===== src/rtl/lab2_proc_imem_resp_drop_queue.sv =====
// Fetch response buffer: tracks outstanding imem requests, queues returning
// instruction words, and drops responses that belong to squashed fetches.
module lab2_proc_imem_resp_drop_queue #(
    parameter int unsigned p_num_entries  = 2,
    parameter int unsigned p_max_inflight = 2
) (
    input  logic                                  clk,
    input  logic                                  reset,
    input  logic                                  imem_req_fire,
    output logic                                  imem_req_ok,
    input  logic                                  squash,
    input  logic                                  mem_resp_val,
    output logic                                  mem_resp_rdy,
    input  logic [31:0]                           mem_resp_data,
    output logic                                  out_val,
    input  logic                                  out_rdy,
    output logic [31:0]                           out_data,
    output logic [$clog2(p_max_inflight+1)-1:0]   inflight
);

    localparam int unsigned CW = $clog2(p_max_inflight + 1);
    localparam int unsigned PW = (p_num_entries > 1) ? $clog2(p_num_entries) : 1;

    logic [31:0]   mem [p_num_entries];
    logic [PW-1:0] head;
    logic [PW-1:0] tail;
    logic [CW-1:0] count;
    logic [CW-1:0] drop;

    logic resp_fire;
    logic enq;
    logic deq;

    function automatic logic [PW-1:0] next_ptr(input logic [PW-1:0] ptr);
        if (ptr == PW'(p_num_entries - 1))
            return '0;
        else
            return ptr + PW'(1);
    endfunction

    always_comb begin
        mem_resp_rdy = reset && ((drop != '0) || (32'(count) < p_num_entries));
        out_val      = reset && (count != '0) && !squash;
        out_data     = mem[head];
        imem_req_ok  = reset && ((32'(inflight) + 32'(count)) < p_max_inflight);
        resp_fire    = mem_resp_val && mem_resp_rdy;
        // Any response accepted during a squash or while drops are pending is wrong-path.
        enq          = resp_fire && !squash && (drop == '0);
        deq          = out_val && out_rdy;
    end

    always_ff @(posedge clk) begin
        if (!reset) begin
            inflight <= '0;
            drop     <= '0;
            count    <= '0;
            head     <= '0;
            tail     <= '0;
        end else begin
            inflight <= inflight + CW'(imem_req_fire) - CW'(resp_fire);
            if (squash) begin
                // Requests outstanding before the redirect all become drops.
                drop  <= inflight - CW'(resp_fire);
                count <= '0;
                head  <= '0;
                tail  <= '0;
            end else begin
                if (resp_fire && (drop != '0))
                    drop <= drop - CW'(1);
                if (enq)
                    tail <= next_ptr(tail);
                if (deq)
                    head <= next_ptr(head);
                if (enq && !deq)
                    count <= count + CW'(1);
                else if (deq && !enq)
                    count <= count - CW'(1);
            end
        end
    end

    always_ff @(posedge clk) begin
        if (enq)
            mem[tail] <= mem_resp_data;
    end

endmodule


===== config.mk =====
export PLATFORM = sky130hd
export DESIGN_NAME = lab2_proc_imem_resp_drop_queue
export DESIGN_NICKNAME = d
export VERILOG_FILES = /design/src/rtl/lab2_proc_imem_resp_drop_queue.sv
export SDC_FILE = /design/constraint.sdc
export NUM_CORES = 1
export LEC_CHECK = 0
export BUFFER_PORTS_ARGS = -buffer_cell sky130_fd_sc_hd__buf_2
export CAP_MARGIN = 20
export CORE_UTILIZATION = 52
export DETAILED_ROUTE_END_ITERATION = 6
export MAX_ROUTING_LAYER = met4
export PLACE_DENSITY = 0.79
export SYNTH_ARGS = -nofsm -noshare
export SYNTH_HDL_FRONTEND = slang
export SYNTH_SLANG_ARGS = --single-unit

===== constraint.sdc =====
create_clock -name clk -period 2.72 [get_ports clk]
set_clock_uncertainty 0.1 [all_clocks]
set_input_delay 0.544 -clock clk [delete_from_list [all_inputs] [get_ports clk]]
set_output_delay 0.544 -clock clk [all_outputs]
set_load 0.02 [all_outputs]

==> Yosys cells after proc, flatten, opt, wreduce, memory -nomap -nowiden <==
Memory sizes are Yosys's and may differ from the RTL's. A register that Yosys moved wholly into a read port is not among the register bits.
Index checks and enable logic that the tools add are counted.
W data, S select, Z words.
{ "word_totals": {"mem_count": 1, "out_inout_bits": 37, "ff_bits": 8, "ramBits": 64, "word_cells": 49} }
{ "mem_list": {"columns": ["name", "words", "word_bits", "read_ports", "rd_ports_with_merged_regs", "write_ports", "line", "rtl"], "rows": [
  ["mem", 2, 32, 1, 1, 1, "24", "logic [31:0] mem [p_num_entries];"]
]} }
{ "op_classes": {"bitwise": 1, "mux": 10, "order_cmp": 2, "reduce_logical": 21, "addsub": 9} }
{ "op_table": {"columns": ["cell", "count"], "rows": [
  ["$logic_and A1 B1 Y1", 11],
  ["$mux W2", 4],
  ["$reduce_bool A2 Y1", 4],
  ["$mux W1", 6],
  ["$sub A2 B1 Y2", 2],
  ["$sub A2 B1 Y2 const B", 2],
  ["$add A2 B2 Y3", 1],
  ["$logic_not A1 Y1", 3],
  ["$lt A3 B2 Y1 const B", 1],
  ["$add A1 B1 Y1 const B", 2],
  ["$add A2 B1 Y2", 1],
  ["$add A2 B1 Y2 const B", 1],
  ["$logic_not A2 Y1", 1],
  ["$lt A2 B2 Y1 const B", 1],
  ["$reduce_or A2 Y1", 1],
  ["$logic_or A1 B1 Y1", 1],
  ["$not A1 Y1", 1]
]} }

==> Depth between registers and ports, before layout <==
{ "depth": {"ltp_word": 10, "ltp_mapped": 9, "ltp_nobuf": 9} }

==> Worst setup path after synthesis <==
No wires, ideal clock.
{ "synth_timing": {"path_kind": "input to register", "from": "input port squash", "to": "memory mem[0][0] (enable)", "t_required_ns": 2.213, "arrival_ns": 1.858, "setup_time_ns": 0.407, "path_stages": 2, "slack_ns": 0.356, "cell_sequence": "nand2b_4 -> nor4_4"} }
{ "synth_between": {"elab_chain_len": 5} }
{ "synth_rtl": {"columns": ["item", "line", "rtl"], "rows": [
  ["from (decl)", "11", "input logic squash,"],
  ["$logic_not A1 Y1", "48", "enq = resp_fire && !squash && (drop == '0);"],
  ["$logic_and A1 B1 Y1 (2 in series)", "48", null],
  ["$mux W1", "83", "if (enq)"],
  ["$mux W1 (implied by the code)", "84", "mem[tail] <= mem_resp_data;"],
  ["to (decl)", "24", null]
]} }
Every way passes these cells.

==> Worst setup path in the final report <==
{ "layout_timing": {"from": "register count[1]", "to": "output port imem_req_ok"} }
{ "layout_between": {"elab_chain_len": 3} }
{ "layout_rtl": {"columns": ["item", "line", "rtl"], "rows": [
  ["from (decl)", "27", "logic [CW-1:0] count;"],
  ["from (signal assigned)", "75", "count <= count + CW'(1);"],
  ["from (signal assigned)", "77", "count <= count - CW'(1);"],
  ["$add A2 B2 Y3", "45", "imem_req_ok = reset && ((32'(inflight) + 32'(count)) < p_max_inflight);"],
  ["$lt A3 B2 Y1", "45", null],
  ["$logic_and A1 B1 Y1", "45", null],
  ["to (decl)", "10", "output logic imem_req_ok,"]
]} }
Every way passes these cells.

==> metrics.txt <==
TritonCTS clock tree built; num ports 75; largest net degree at the start of global routing 33; async set or reset register ratio after synthesis 0%; Max stage delay on crit path 0.53 ns; Synth area leaders edfxtp_1, mux2_2, dfxtp_1, ha_1, xor2_1; slew at the pin with the worst max-slew slack 0.412 ns; First-pass DRT Iterations 4; total CTS buffers 9; Tot GR Track Use 17.3%; Starting Density 54.8%; Seq pwr share 49.8%; final net count 285; RSZ-0062 raised after global routing false; Switching Share 19.8%; Placement Rows 26; DRT iter0 DRCs 73; total congestion overflow 0; Final Hold Vio Count 0; Slew HR 72.6%; number of setup buffers added after CTS 0; CTS Buffer Depth 2; Synth Flop Type edfxtp_1; Root Buffer Master clkbuf_8; Cell Area, Synth 2830 µm²; min-delay worst type input pin to flop; post-cts hold buffer count 0; Post-Place Cell Area 3310 µm²; Area Overhead vs Synth 25.9%; DRC violations left 0; # fillers 374; area occupied by multi-input gates 689 µm²; core area 5170 µm²; via/cell ratio 4.94; most common library cells after synthesis edfxtp_1, mux2_2, dfxtp_1; die height 75.8 µm; Die X 75.8 µm; initial antenna violation count 0; crit share post-route 89.2%; routability cong. 0.837; ant diodes 0; Max Cap Violations 0; max-slew violation count 0; combinational share of power 8.2%; Clock Pin Slew Worst Setup and Hold Paths 0.08 ns; share of layout cells above drive strength 1 51.4%; worst path cell trace inv_1 > fa_1 > and3_1 > buf_2; Net Switching 505 µW; first-pass GRT wire length 6550 µm; post-synth top area cell edfxtp_1; CP Buf/Inv Count 2; Post-synth EDFFs 64; worst-skew pair later-pin latency 0.33 ns; port bufs 74; PwrDens 714 nW/µm²; Overall Power 2.55 mW; fmax 412 MHz; crit path time final 2.43 ns; #FFs+latches synth 73; Routed Antenna Nets 0; Final setup viols 0; Peak VDD IR 0.419 mV; Synth Area per Inst 18.2 µm²; die area 5750 µm²; Seq/Total Area, Yosys 74.2%; FF+latch area 2100 µm²; worst hold slack 0.289 ns; outcome complete, no violations; Yosys Warn Count 0; Int Power 2.04 mW; Post-Synthesis Cells 156; CP top delay family flip-flops; Setup CP Type flop to output pin; vias in the first global route 1446; fin area 3570 µm²; Worst Setup End Kind output pin; cts repair resizes 0; Clk network pwr share 42.0%; Crit-path slowest cell dfxtp_1; Net Count, Synth 199; Setup TNS 0 ns; Startpoint Class flop; Synth top area share 67.8%; H-tree level count 3; drt wl/cell 14.3 µm; arrival time worst endpoint 1.78 ns; Lkg Pwr 1.37 nW; required time of the critical path 2.08 ns; crit-path max FO 8; Num Clock Sinks 73; hpwl dp 2990 µm; post-synth cell types 29; final wirelength 4540 µm; total number of vias 1566; top-count cell post-synth edfxtp_1
==> flip-flops by register name, summed over array words and instances, names as in the netlist, named ones only <==
signal and flops:
mem 64, count 2, drop 2, inflight 2, head 1, tail 1
==> power groups by stage <==
stage               Clock [mW]  Sequential [mW]  Combinational (mW)
floorplan                    0             1.30               0.121
global placement             0             1.29               0.204
detailed placement           0             1.29               0.209
CTS                       1.09             1.27               0.211
global route              1.13             1.27               0.230
finish                    1.07             1.27               0.208
==> metrics by stage <==
| step | setup WS (ns) | instances | utilization [%] |
|---|---|---|---|
| after floorplan | 0.356 | 156 | - |
| after global placement | 0.676 | 301 | 64.0 |
| after detailed placement | 0.637 | 301 | 64.0 |
| after CTS | 0.280 | 317 | 69.0 |
| after global routing | 0.209 | 317 | 69.0 |
| final | 0.294 | 317 | 69.0 |
==> worst paths after layout <==
kind / startpoint / to / slack, ns / cells past startpoint
max: count[1]$_SDFFE_PP0P_ / imem_req_ok / 0.29 / 4
min: mem_resp_data[15] / mem[1][15]$_DFFE_PP_ / 0.29 / 1
max reg2reg: count[1]$_SDFFE_PP0P_ / inflight[1]$_SDFF_PN0_ / 0.83 / 7
min reg2reg: head$_SDFFE_PP0P_ / flop / 0.42 / 2
==> layer usage <==
metal	routed length [µm]	track usage, %	vias up	part of all wire (%)
li1	-	-	756	-
met1	1880	18.3	751	41
met2	2270	27.7	49	50
met3	305	5.82	10	6.7
met4	88	11.1	0	1.9
met5	0	-	-	0
==> cell families after synthesis <==
logic type / count (synthesis) / share of synthesized area (%)
adders and majority gates: 5 / 2.47
buffers and inverters: 10 / 1.50
xor gates and xnor gates: 6 / 1.85
AOI/OAI and AO/OA: 7 / 1.72
and+or+nand+nor: 23 / 5.56
muxes: 32 / 12.7
DFF: 73 / 74.2
==> layout make-up <==
type | instances | area share [%]
Sequential cell | 73 | 58.9
Multi-Input combinational cell | 73 | 19.3
Timing Repair Buffer | 79 | 11.4
Clock inverter | 6 | 3.65
Clock buffer | 10 | 3.58
Tap cell | 70 | 2.46
Inverter | 6 | 0.631
==> layout by cell type, fill, tap and decap left out, types with 2 or more instances in the layout <==
cell type	n
and2_1	4
buf_2	74
buf_4	5
bufinv_16	4
clkbuf_8	9
clkinv_2	2
dfxtp_1	9
edfxtp_1	64
ha_1	4
inv_1	6
mux2_1	2
mux2_2	30
nand2_1	4
nor2_1	5
nor2b_1	2
o21ai_0	2
xor2_1	5
No activity file was read; power rests on OpenSTA's default activity.
